[src/rtl/etc_tile_sequencer.sv]
// etc_tile_sequencer: job controller streaming K tile pairs through one ETC and reducing the partials.
// Define ETC_SEQ_SAT_EN for unsigned saturating multiply-add reduction across tiles.
`timescale 1ns/1ps
module etc_tile_sequencer #(
  parameter int W = 16,
  parameter int KW = 4
) (
  input  logic            clk,
  input  logic            rst_n,
  input  logic            cmd_valid,
  output logic            cmd_ready,
  input  logic [1:0]      cmd_op,
  input  logic [KW-1:0]   cmd_ktiles,
  input  logic            tile_valid,
  output logic            tile_ready,
  input  logic [16*W-1:0] tile_a,
  input  logic [16*W-1:0] tile_b,
  output logic [1:0]      etc_op,
  output logic [16*W-1:0] etc_a,
  output logic [16*W-1:0] etc_b,
  input  logic [16*W-1:0] etc_out,
  output logic            res_valid,
  input  logic            res_ready,
  output logic [16*W-1:0] res_data,
  output logic            busy
);
  typedef enum logic [1:0] {IDLE, ISSUE, DRAIN, DONE} state_t;
  state_t state;
  logic [KW-1:0] ktiles, issued;
  logic [1:0] pend;
  logic [16*W-1:0] acc, comb;
  logic issue;
  assign issue = tile_ready & tile_valid;
  assign etc_a = tile_a;
  assign etc_b = tile_b;
  assign cmd_ready = rst_n & ~busy;
  assign res_data = acc;
  for (genvar i = 0; i < 16; i++) begin : g_el
    logic [W-1:0] a, o, sum;
    assign a = acc[i*W +: W];
    assign o = etc_out[i*W +: W];
`ifdef ETC_SEQ_SAT_EN
    logic [W:0] s;
    assign s = {1'b0, a} + {1'b0, o};
    assign sum = s[W] ? {W{1'b1}} : s[W-1:0];
`else
    assign sum = a + o;
`endif
    assign comb[i*W +: W] = etc_op == 2'd0 ? sum : a & o;
  end
  // pend[1] marks the cycle whose etc_out belongs to a tile issued two edges earlier
  always_ff @(posedge clk or negedge rst_n) begin
    if (!rst_n) begin
      state <= IDLE;
      pend <= 2'b00;
      issued <= '0;
      ktiles <= '0;
      acc <= '0;
      etc_op <= 2'd0;
      busy <= 1'b0;
      tile_ready <= 1'b0;
      res_valid <= 1'b0;
    end else begin
      pend <= {pend[0], issue};
      if (pend[1]) acc <= comb;
      case (state)
        IDLE: if (cmd_valid) begin
          etc_op <= cmd_op;
          ktiles <= cmd_ktiles;
          issued <= '0;
          acc <= cmd_op != 2'd0 ? {16*W{1'b1}} : {16*W{1'b0}};
          busy <= 1'b1;
          tile_ready <= cmd_ktiles != '0;
          res_valid <= cmd_ktiles == '0;
          state <= cmd_ktiles == '0 ? DONE : ISSUE;
        end
        ISSUE: if (issue) begin
          issued <= issued + 1'b1;
          if (issued + 1'b1 == ktiles) begin
            tile_ready <= 1'b0;
            state <= DRAIN;
          end
        end
        DRAIN: if (pend == 2'b00) begin
          res_valid <= 1'b1;
          state <= DONE;
        end
        DONE: if (res_ready) begin
          res_valid <= 1'b0;
          busy <= 1'b0;
          state <= IDLE;
        end
      endcase
    end
  end
endmodule

[config.mk]
export PLATFORM = sky130hd
export DESIGN_NAME = etc_tile_sequencer
export DESIGN_NICKNAME = d
export VERILOG_FILES = /design/src/rtl/etc_tile_sequencer.sv
export SDC_FILE = /design/constraint.sdc
export NUM_CORES = 1
export LEC_CHECK = 0
export BUFFER_PORTS_ARGS = -buffer_cell sky130_fd_sc_hd__clkbuf_2
export CAP_MARGIN = 30
export CORE_AREA = 3 3 608 610
export CTS_CLUSTER_SIZE = 12
export DETAILED_ROUTE_END_ITERATION = 10
export DIE_AREA = 0 0 611 613
export PLACE_DENSITY_LB_ADDON = 0.2
export SYNTH_ARGS = -nofsm -noshare
export SYNTH_HDL_FRONTEND = slang
export SYNTH_SLANG_ARGS = --single-unit
export TNS_END_PERCENT = 20
[constraint.sdc]
create_clock -name clk -period 4.7 [get_ports clk]
set_input_delay 0 -clock clk [delete_from_list [all_inputs] [get_ports clk]]
set_output_delay 0 -clock clk [all_outputs]
set_load 0.01 [all_outputs]
==> results of run 1 <==
==> flip-flops by register name, indices dropped and copies added, names as in the netlist <==
| register | cells |
|---|---|
| res_data | 256 |
| issued | 4 |
| ktiles | 4 |
| etc_op | 2 |
| pend | 2 |
| state | 2 |
| busy | 1 |
| res_valid | 1 |
| tile_ready | 1 |
==> worst max-delay path by stage <==
stage | endpoint | depth (start not counted)
floorplan | res_data[126]$_DFF_PN0_ | 9
global placement | res_data[158]$_DFF_PN0_ | 11
detailed placement | res_data[158]$_DFF_PN0_ | 11
CTS | res_data[190]$_DFF_PN0_ | 11
global route | res_data[190]$_DFF_PN0_ | 11
finish | res_data[190]$_DFF_PN0_ | 11
==> per-stage QoR <==
stage	utilization [%]	hold slack [ns]	instance area, um^2
2_1_floorplan	-	-0.296	27800
3_3_place_gp	8.94	-0.0471	32600
3_5_place_dp	8.95	-0.0596	32700
4_1_cts	10.3	0.0000686	37600
5_1_grt	10.3	0.0000150	37600
6_report	10.3	0.00000282	37600
==> cells in the mapped netlist (60+ instances only) <==
master | count | share of area [%]
nor2_1 | 152 | 2.1
clkbuf_1 | 145 | 2.0
buf_4 | 512 | 14
nand2_1 | 290 | 3.9
xor2_1 | 86 | 2.7
a21o_1 | 95 | 2.6
a21oi_1 | 377 | 6.8
dfrtp_1 | 273 | 25
xnor2_1 | 86 | 2.7
o21ai_0 | 313 | 5.6
a211oi_1 | 71 | 1.9
nand3_1 | 68 | 1.2
ha_1 | 262 | 12
inv_1 | 60 | 0.81
==> placed cells by master (no fill, tap or decap), types with 11 or more instances in the layout <==
master           n
o211ai_1        48
dfrtp_1        272
o22ai_1         43
a221oi_1        19
ha_1           262
and3_1          41
a21o_1          95
o21bai_1        35
or3_1           33
and2_1          13
dlygate4sd3_1  325
nor2b_1         16
mux2i_1         31
o21ai_0        312
o311ai_0        11
nor3_1          38
a21oi_1        377
clkbuf_2       527
clkbuf_16       48
clkbuf_8        11
nand2b_1        11
fa_1            16
diode_2         19
nor2_1         149
buf_4           40
nand3_1         67
xor2_1          86
nand2_1        285
clkbuf_1        14
o221ai_1        42
a31oi_1         43
o21a_1          38
a211oi_1        71
nand4_1         12
inv_1           59
xnor2_1         86
==> final cells by class <==
| type | count | area, um^2 | area share, % |
|---|---|---|---|
| inverter | 60 | 230 | 0.612 |
| sequential | 273 | 6840 | 18.2 |
| timing repair buffer | 904 | 6430 | 17.1 |
| clock inverter | 14 | 234 | 0.622 |
| antenna | 19 | 47.5 | 0.126 |
| tap | 4816 | 6030 | 16.0 |
| multi-input combinational | 2420 | 16400 | 43.6 |
| clock buffer | 73 | 1410 | 3.74 |
==> timing repair <==
item | in CTS | in global routing
hold buffers | 326 | 0
endpoints found under the hold margin | 505 | 0
resized for setup | 0 | 0
==> power groups by stage <==
stage	combinational [W]	clock, W	sequential (W)
2_1_floorplan	0.000979	0	0.00240
3_3_place_gp	0.000995	0	0.00240
3_5_place_dp	0.000991	0	0.00240
4_1_cts	0.00125	0.00425	0.00236
5_1_grt	0.00135	0.00428	0.00236
6_report	0.00122	0.00398	0.00236
==> cell families (layout without fill, tap and decap cells) <==
family,count (synthesis),after routing,share of synthesized area (%)
AO/OA/AOI/OAI,1231,1231,27.5
multiplexers,35,35,1.28
buffers and inverters,740,1051,16.9
XOR/XNOR,172,172,5.41
adder cells (fa/ha/maj),278,278,12.9
AND/OR/NAND/NOR,704,704,11.5
other,0,19,0
flip-flops,273,273,24.6
==> routing by layer <==
layer	vias up	track usage (%)	routed length [um]
met5	-	1.02	551
met4	16	5.85	13000
met3	351	6.83	30100
met2	1276	19.9	110000
met1	13226	11.3	77100
li1	12556	-	-
==> impl_results.md, run 1 <==
- Status: finished, final reports clean
- Slew Limit Fails: 0
- Internal Power: 0.00524 W
- CP Buf/Inv Count: 4
- H-tree depth: 2
- Max clock buf depth: 3
- Mapped Nets: 4490
- Filler instances: 42473
- Core area: 365000 um^2
- Postcts setup bufs: 0
- Clk pwr share: 52.7%
- Inserted Clock Buffers: 48
- Hold WC Path Type: input pin to primary output
- First-pass DRT Iterations: 5
- WHS Endpoint: etc_a[228]
- Final nets: 4764
- Cell Chain, Critical Path: inv_1 -> ha_1 -> nand2_4 -> or3_4 -> nand3_4 -> buf_4 -> o41ai_1 -> a31oi_1 -> dlygate4sd3_1 -> nand2_1 -> dlygate4sd3_1
- Initial antenna violation count: 40
- Via density: 3.20
- Worst EP arrival: 4.77 ns
- RSZ-0062 raised after global routing: false
- Fmax: 0.237 GHz
- Rows: 222
- Synthesized area: 27800 um^2
- Number of global-route vias before repair: 27011
- CP max-delay cell: or3_4
- Slack of the critical path: 0.475 ns
- Yosys reg bits: 273
- Post-Route Skew: 0.0261 ns
- Largest net degree at the start of global routing: 124
- Fin crit share: 89.9%
- Final Critical Period: 4.23 ns
- Setup slack, reg-to-reg: 0.47 ns
- Req. time, crit path: 5.24 ns
- Leakage: 15.4 nW
- Clk slew on worst S/H paths: 0.06 ns
- Startpoint types: flop
- R2R depth: 11
- Relative slew slack: 30.4%
- Post-route antenna net violation count: 0
- Power Dens Cells: 201 nW/um^2
- Grt ovf: 0
- Iter 0 DRT Violations: 1549
- Delay-heaviest family, CP: buffers and inverters
- Critical path's largest stage delay: 0.61 ns
- Setup crit end kind: flop
- Number of I/O pins: 1553
- Final setup vio count: 0
- Yosys warns: 0
- Flop pwr share: 31.2%
- PortBufs: 528
- Psw: 0.00232 W
- Peak supply drop: 0.000281 V
- Max-cap check violation count: 0
- Die height: 613 um
- Die Wd: 611 um
- Die area: 375000 um^2
- Post-DP HPWL: 184000 um
- Number of synthesized flops with an enable pin: 0
- Root Driver: clkbuf_16
- DRC viols: 0
- Sequential share of the synthesized area: 24.6%
- Via count: 27425
- First-pass GRT wire length: 290000 um
- Endpoints failing hold: 0
- Crit path from: state[1]$_DFFE_PN0P_
- Reg-to-Reg End: res_data[190]$_DFF_PN0_
- Share of cells above drive strength 1: 18.6%
- CTS tree: yes
- Combinational Power Share: 16.1%
- WS Path Type: flop to flop
- Post-synth ARST share: 100%
- WL/cell: 26.9 um
- Top_reg_cell synth: dfrtp_1
- Tot GR Track Use: 11.8%
- Initial Util: 7.62%
- CP max FO: 26
- FF-to-FF Start: state[1]$_DFFE_PN0P_
- Pre-CTS WS: 1.27 ns
- Crit-path most repeated cell: dlygate4sd3_1
- Post-Layout Cell Count: 8579
- Placed Cells: 8147
- Synth Instances: 3433
- Skew-Pair Late Insertion Delay: 0.68 ns
- Total routed wirelength: 231000 um
- Total Power: 0.00755 W
- RD Place Congestion: 0.764
- Count of cell types in the netlist: 74
- Least-Margin Pin Slew: 1.03 ns
- Syn_area_per_cell: 8.11 um^2
- CTS sink cnt: 273
- Area Overhead vs Synth: 35.2%
- Sw frac: 30.7%
- TNS Setup: 0 ns
- Worst hold path cell count: 0
- Hold wc startpoint: tile_a[228]
No activity file was read; power rests on OpenSTA's default activity.
==> run 2, diff against run 1 <==
--- a/config.mk
+++ b/config.mk
@@ -7,10 +7,12 @@
 export LEC_CHECK = 0
 export BUFFER_PORTS_ARGS = -buffer_cell sky130_fd_sc_hd__clkbuf_2
 export CAP_MARGIN = 30
-export CORE_AREA = 3 3 608 610
+export CELL_PAD_IN_SITES_DETAIL_PLACEMENT = 1
+export CELL_PAD_IN_SITES_GLOBAL_PLACEMENT = 2
+export CORE_AREA = 3 3 595 597
 export CTS_CLUSTER_SIZE = 12
 export DETAILED_ROUTE_END_ITERATION = 10
-export DIE_AREA = 0 0 611 613
+export DIE_AREA = 0 0 598 600
 export PLACE_DENSITY_LB_ADDON = 0.2
 export SYNTH_ARGS = -nofsm -noshare
 export SYNTH_HDL_FRONTEND = slang
==> impl_results.md, run 2 (synthesis results as in run 1) <==
- Clk slew on worst S/H paths: 0.06 ns (about the same)
- Quantity of hold-fixing buffers added after cts: 335 (was 326)
- Metal2 WL: 106000 um (was 110000 um)
- Die Wd: 598 um (was 611 um)
- Post-route antenna net violation count: 0 (unchanged)
- Status: finished, final reports clean (unchanged)
- Fmax: 0.230 GHz (was 0.237 GHz)
- Worst EP arrival: 5.00 ns (was 4.77 ns)
- Most common cell after layout, fill and taps aside: clkbuf_2 (unchanged)
- WL met1: 81200 um (was 77100 um)
- Relative slew slack: 5.78% (was 30.4%)
- TNS Setup: 0 ns (unchanged)
- H-tree depth: 2 (unchanged)
- Peak supply drop: 0.000260 V (was 0.000281 V)
- Final nets: 4800 (was 4764)
- Postcts setup bufs: 0 (unchanged)
- Reg area: 6840 um^2 (unchanged)
- Sw frac: 31.9% (was 30.7%)
- First-pass GRT wire length: 288000 um (was 290000 um)
- CTS tree: yes (unchanged)
- Die height: 600 um (was 613 um)
- Crit path from: res_data[243]$_DFF_PN0_ (was state[1]$_DFFE_PN0P_)
- Req. time, crit path: 5.35 ns (was 5.24 ns)
- Area occupied by multi-input gates: 16400 um^2 (about the same)
- WS Path Type: flop to flop (unchanged)
- Clk pwr share: 52.7% (about the same)
- Met3 WL: 18000 um (was 30100 um)
- DRC viols: 0 (unchanged)
- Power Dens Cells: 202 nW/um^2 (was 201 nW/um^2)
- CTS resizes: 0 (unchanged)
- Internal Power: 0.00520 W (was 0.00524 W)
- Psw: 0.00243 W (was 0.00232 W)
- RSZ-0062 raised after global routing: false (unchanged)
- Endpoints failing hold: 0 (unchanged)
- Skew-Pair Late Insertion Delay: 0.73 ns (was 0.68 ns)
- Hold wc startpoint: tile_b[22] (was tile_a[228])
- PortBufs: 528 (unchanged)
- Initial Util: 7.97% (was 7.62%)
- Max-cap check violation count: 0 (unchanged)
- Final setup vio count: 0 (unchanged)
- Fin crit share: 92.5% (was 89.9%)
- Post-DP HPWL: 165000 um (was 184000 um)
- Tot GR Track Use: 11.7% (was 11.8%)
- Largest register FFs: 256 (unchanged)
- FF-to-FF Start: res_data[243]$_DFF_PN0_ (was state[1]$_DFFE_PN0P_)
- Least-Margin Pin Slew: 1.41 ns (was 1.03 ns)
- CP max FO: 4 (was 26)
- Iter 0 DRT Violations: 1021 (was 1549)
- Uppermost layer routed: met5 (unchanged)
- Die area: 359000 um^2 (was 375000 um^2)
- Combinational Power Share: 16.3% (was 16.1%)
- Initial antenna violation count: 37 (was 40)
- Largest net degree at the start of global routing: 112 (was 124)
- Total routed wirelength: 217000 um (was 231000 um)
- Inserted Clock Buffers: 54 (was 48)
- Final Critical Period: 4.35 ns (was 4.23 ns)
- Hold WC Path Type: input pin to primary output (unchanged)
- Via density: 3.30 (was 3.20)
- Flop pwr share: 30.9% (was 31.2%)
- WHS: 0.00000389 ns (was 0.00000282 ns)
- Number of I/O pins: 1553 (unchanged)
- Most frequent cells in the layout: clkbuf_2 (527), a21oi_1 (376), dlygate4sd3_1 (334), o21ai_0 (312), nand2_1 (285) (was clkbuf_2 (527), a21oi_1 (377), dlygate4sd3_1 (325), o21ai_0 (312), nand2_1 (285))
- Post-Route Skew: 0.0351 ns (was 0.0261 ns)
- Grt ovf: 0 (unchanged)
- Core area: 349000 um^2 (was 365000 um^2)
- Filler instances: 41480 (was 42473)
- Rows: 217 (was 222)
- Setup crit end kind: flop (unchanged)
- Area Overhead vs Synth: 35.6% (was 35.2%)
- Startpoint types: flop (unchanged)
- Share of cells above drive strength 1: 19.2% (was 18.6%)
- CTS sink cnt: 273 (unchanged)
- Number of global-route vias before repair: 29939 (was 27011)
- Root Driver: clkbuf_16 (unchanged)
- WL/cell: 25.8 um (was 26.9 um)
- Leakage: 15.6 nW (was 15.4 nW)
- Max clock buf depth: 3 (unchanged)
- Via count: 27691 (was 27425)
- Slew Limit Fails: 0 (unchanged)
- RD Place Congestion: 0.697 (was 0.764)
- First-pass DRT Iterations: 5 (unchanged)
[run 2: changes by cell type in the layout (fill, tap and decap cells not counted), moves of 2 or more]
cell           before  now
buf_12             10   13
dlygate4sd3_1     325  334
buf_4              40   54
clkbuf_16          48   55
buf_16              1    4
bufinv_16           5    0
clkinv_2            3   11
diode_2            19   17
[run 2: final timing paths]
kind / endpoint / slack, ns / cells after the start
min in group asynchronous: res_data[82]$_DFF_PN0_ / 0.51 / 4
worst min register to register: pend[1]$_DFF_PN0_ / 0.38 / 0
worst max-delay path: res_data[253]$_DFF_PN0_ / 0.35 / 11
worst min-delay path: etc_b[22] / 0.000004 / 0
max in group asynchronous: pend[1]$_DFF_PN0_ / 3.40 / 5
worst max register to register: res_data[253]$_DFF_PN0_ / 0.35 / 11
[run 2: worst max-delay path, stage by stage (launching register included)]
cell and delay [ns]:
dfrtp_1 0.41, ha_1 0.36, o21ai_0 0.14, o21bai_1 0.29, a41oi_1 0.20, buf_4 0.22, o31ai_1 0.78, a211oi_1 0.22
or3_1 0.37, dlygate4sd3_1 0.56, a31oi_1 0.15, dlygate4sd3_1 0.56
[run 2: per-stage QoR]
step	setup slack, ns	area (um^2)	util, %	total power (W)	instances
after floorplan	1.80	27800	-	0.00338	3433
after global placement	1.23	32500	9.32	0.00345	7944
after detailed placement	1.29	32600	9.35	0.00345	7950
after CTS	0.439	37700	10.8	0.00800	8377
after global routing	0.141	37700	10.8	0.00811	8388
final	0.354	37700	10.8	0.00763	8395
[run 2: layer usage]
layer | global-route usage [%] | vias to the layer above
met5 | 0.468 | -
met2 | 20.4 | 876
met1 | 12.5 | 13757
li1 | - | 12629
met4 | 5.81 | 12
met3 | 4.20 | 417
[run 2: area by class of cell]
class | count | share of cell area (%)
clock buffer | 78 | 4.14
antenna | 17 | 0.113
sequential | 273 | 18.1
multi-input combinational | 2420 | 43.5
timing repair buffer | 934 | 18.0
inverter | 60 | 0.610
clock inverter | 14 | 0.252
tap | 4599 | 15.3
[run 2: power groups by stage]
| stage | logic, W | clock network, W | registers (W) |
|---|---|---|---|
| finish | 0.00125 | 0.00402 | 0.00236 |
| global route | 0.00139 | 0.00436 | 0.00236 |
| CTS | 0.00130 | 0.00434 | 0.00236 |
| detailed placement | 0.00105 | 0 | 0.00240 |
| global placement | 0.00105 | 0 | 0.00240 |
| floorplan | 0.000979 | 0 | 0.00240 |
==> run 3, diff against run 2 <==
--- a/config.mk
+++ b/config.mk
@@ -5,14 +5,15 @@
 export SDC_FILE = /design/constraint.sdc
 export NUM_CORES = 1
 export LEC_CHECK = 0
+export ABC_AREA = 1
 export BUFFER_PORTS_ARGS = -buffer_cell sky130_fd_sc_hd__clkbuf_2
 export CAP_MARGIN = 30
 export CELL_PAD_IN_SITES_DETAIL_PLACEMENT = 1
 export CELL_PAD_IN_SITES_GLOBAL_PLACEMENT = 2
-export CORE_AREA = 3 3 595 597
+export CORE_AREA = 3 3 596 598
 export CTS_CLUSTER_SIZE = 12
 export DETAILED_ROUTE_END_ITERATION = 10
-export DIE_AREA = 0 0 598 600
+export DIE_AREA = 0 0 599 601
 export PLACE_DENSITY_LB_ADDON = 0.2
 export SYNTH_ARGS = -nofsm -noshare
 export SYNTH_HDL_FRONTEND = slang
==> impl_results.md, run 3 <==
- Status: finished, final reports clean (unchanged)
- Die height: 601 um (was 600 um)
- Worst EP arrival: 3.81 ns (was 5.00 ns)
- Final setup vio count: 0 (unchanged)
- Yosys top cell area share: 21.3% (was 24.6%)
- Via density: 3.32 (was 3.30)
- Req. time, crit path: 5.31 ns (was 5.35 ns)
- CTS sink cnt: 273 (unchanged)
- Total Power: 0.0291 W (was 0.00763 W)
- Iter 0 DRT Violations: 1198 (was 1021)
- Leakage: 19.6 nW (was 15.6 nW)
- WHS Endpoint: etc_a[139] (was etc_b[22])
- Die Wd: 599 um (was 598 um)
- Post-Route Skew: 0.0346 ns (was 0.0351 ns)
- TNS Setup: 0 ns (unchanged)
- Die area: 360000 um^2 (was 359000 um^2)
- Syn_area_per_cell: 6.27 um^2 (was 8.11 um^2)
- Synthesized area: 32100 um^2 (was 27800 um^2)
- Post-route cell area: 41100 um^2 (was 37700 um^2)
- Critical path's largest stage delay: 0.55 ns (was 0.78 ns)
- Area Overhead vs Synth: 28.3% (was 35.6%)
- Top_reg_cell synth: dfrtp_1 (unchanged)
- Via count: 33183 (was 27691)
- Post-synth top area cell: dfrtp_1 (unchanged)
- Post-DP Area: 36200 um^2 (was 32600 um^2)
- Yosys warns: 0 (unchanged)
- Core area: 350000 um^2 (was 349000 um^2)
- Mapped Nets: 6169 (was 4490)
- Hold wc startpoint: tile_a[139] (was tile_b[22])
- Worst path depth: 8 (was 11)
- Root Driver: clkbuf_16 (unchanged)
- Skew-Pair Late Insertion Delay: 0.71 ns (was 0.73 ns)
- Inserted Clock Buffers: 55 (was 54)
- Reg-to-Reg End: res_data[142]$_DFF_PN0_ (was res_data[253]$_DFF_PN0_)
- Hold WC Path Type: input pin to primary output (unchanged)
- Most common cell after layout, fill and taps aside: nand2_1 (was clkbuf_2)
- Worst hold path cell count: 0 (unchanged)
- Filler instances: 42524 (was 41480)
- Tot GR Track Use: 11.4% (was 11.7%)
- Fmax: 0.312 GHz (was 0.230 GHz)
- Clk slew on worst S/H paths: 0.06 ns (about the same)
- Most instantiated cells after synthesis: nand2_1 (1438), a21oi_1 (691), inv_1 (647) (was buf_4 (512), a21oi_1 (377), o21ai_0 (313))
- RD Place Congestion: 0.730 (was 0.697)
- Number of I/O pins: 1553 (unchanged)
- Least-Margin Pin Slew: 1.36 ns (was 1.41 ns)
- Max-cap check violation count: 0 (unchanged)
- Setup slack, reg-to-reg: 1.50 ns (was 0.35 ns)
- Initial antenna violation count: 32 (was 37)
- Power Dens Cells: 709 nW/um^2 (was 202 nW/um^2)
- Number of global-route vias before repair: 36067 (was 29939)
- Endpoints failing hold: 0 (unchanged)
- Cell Chain, Critical Path: nor2_4 -> buf_4 -> buf_12 -> nor2_1 -> nor2_1 -> nand2_1 -> dlygate4sd3_1 -> a21oi_1 (was ha_1 -> o21ai_0 -> o21bai_1 -> a41oi_1 -> buf_4 -> o31ai_1 -> a211oi_1 -> or3_1 -> dlygate4sd3_1 -> a31oi_1 -> dlygate4sd3_1)
- First-pass DRT Iterations: 4 (was 5)
- Yosys reg bits: 273 (unchanged)
- CP Buf/Inv Count: 3 (unchanged)
- Count of cell types in the netlist: 31 (was 74)
- R2R depth: 8 (was 11)
- Most frequent cells in the layout: nand2_1 (1438), a21oi_1 (691), inv_1 (647), clkbuf_2 (527), nor2_1 (363) (was clkbuf_2 (527), a21oi_1 (376), dlygate4sd3_1 (334), o21ai_0 (312), nand2_1 (285))
- Final nets: 6396 (was 4800)
- Largest net degree at the start of global routing: 131 (was 112)
- Grt ovf: 0 (unchanged)
- Setup crit end kind: flop (unchanged)
- RSZ-0062 raised after global routing: false (unchanged)
- Post-route antenna net violation count: 0 (unchanged)
- CP max-delay cell: dlygate4sd3_1 (was o31ai_1)
- Slack of the critical path: 1.50 ns (was 0.354 ns)
- CTS resizes: 0 (unchanged)
- Share of cells above drive strength 1: 12.2% (was 19.2%)
- PortBufs: 528 (unchanged)
- Startpoint types: flop (unchanged)
- CTS tree: yes (unchanged)
- Max clock buf depth: 3 (unchanged)
- Fin crit share: 68.1% (was 92.5%)
- First-pass GRT wire length: 293000 um (was 288000 um)
- Initial Util: 9.17% (was 7.97%)
- H-tree depth: 2 (unchanged)
- WS Path Type: flop to flop (unchanged)
- Sequential share of the synthesized area: 21.3% (was 24.6%)
- DRC viols: 0 (unchanged)
- Synth Instances: 5112 (was 3433)
- Rows: 217 (unchanged)
- FF-to-FF Start: etc_op[1]$_DFFE_PN0P_ (was res_data[243]$_DFF_PN0_)
- Crit-path most repeated cell: nor2_1 (was dlygate4sd3_1)
- Relative slew slack: 9.29% (was 5.78%)
- Delay-heaviest family, CP: buffers and inverters (was compound AO/OA/AOI/OAI gates)
- Largest register FFs: 256 (unchanged)
- Synth area leaders: dfrtp_1 (21%), nand2_1 (17%), buf_4 (12%), a21oi_1 (11%), ha_1 (10%) (was dfrtp_1 (25%), buf_4 (14%), ha_1 (12%), a21oi_1 (6.8%), o21ai_0 (5.6%))
- Number of synthesized flops with an enable pin: 0 (unchanged)
- Count leader, synth: nand2_1 (was buf_4)
- CP max FO: 130 (was 4)
- Final Critical Period: 3.20 ns (was 4.35 ns)
- Post-DP HPWL: 164000 um (was 165000 um)
- Peak supply drop: 0.000423 V (was 0.000260 V)
- Post-synth ARST share: 100% (unchanged)
- Total routed wirelength: 211000 um (was 217000 um)
- WL/cell: 21.1 um (was 25.8 um)
- Pre-CTS WS: 1.91 ns (was 1.29 ns)
- WHS: 0.00000390 ns (was 0.00000389 ns)
- Crit path from: etc_op[1]$_DFFE_PN0P_ (was res_data[243]$_DFF_PN0_)
- Slew Limit Fails: 0 (unchanged)
==> run 3: cell types whose count changed after synthesis, sizes merged, moves of 96 or more <==
cell / delta
nor2: +213
a21oi: +314
a21o: -96
o21ai: -178
inv: +590
nand2: +1150
nand3: +267
clkbuf: -98
buf: +98
==> run 3: worst max-delay path by stage <==
stage | slack [ns] | end
2_1_floorplan | 2.84 | res_data[232]$_DFF_PN0_
3_3_place_gp | 1.92 | res_data[146]$_DFF_PN0_
3_5_place_dp | 1.91 | res_data[114]$_DFF_PN0_
4_1_cts | 1.49 | res_data[15]$_DFF_PN0_
5_1_grt | 1.27 | res_data[15]$_DFF_PN0_
6_report | 1.50 | res_data[142]$_DFF_PN0_
==> run 3: layout make-up <==
cell class	count	area (um^2)	area share [%]
flip-flops and latches	273	6840	16.6
clock buffers	82	1640	3.99
clock inverters	20	288	0.700
multi-input cells	3509	18100	44.1
well taps	4599	5750	14.0
inverters	650	2460	5.99
repair buffers	850	5990	14.6
diodes	5	12.5	0.0304
==> run 3: report_power, final <==
| group | leakage, nW | internal [W] | switching (W) |
|---|---|---|---|
| Sequential | 3.12 | 0.00359 | 0.00144 |
| Combinational | 15.6 | 0.00668 | 0.0129 |
| Clock | 0.947 | 0.00277 | 0.00178 |
| Total | 19.6 | 0.0130 | 0.0161 |
==> run 3: layer usage <==
metal	track usage, %	vias up	routed length, um
li1	-	16253	-
met1	12.3	15819	81400
met2	20.8	683	106000
met3	2.61	424	11600
met4	5.32	4	11300
met5	0.214	-	106
==> run 3: what timing repair did <==
item	4_1_cts	5_1_grt
hold buffers	294	0
hold endpoints to repair	538	0
buffers inserted	0	0
==> run 3: cells by family after synthesis <==
logic type      after synthesis  share of synthesized area [%]
compound gates              882                           14.2
xor+xnor                     95                           2.60
fa+ha+maj                   278                           11.2
buf+inv                    1330                           22.2
flops                       273                           21.3
simple gates               2254                           28.5
==> run 3: through the flow <==
stage / utilization [%] / cells
finish: 11.8 / 9988
global route: 11.8 / 9984
CTS: 11.8 / 9983
detailed placement: 10.4 / 9587
global placement: 10.3 / 9586
floorplan: - / 5112
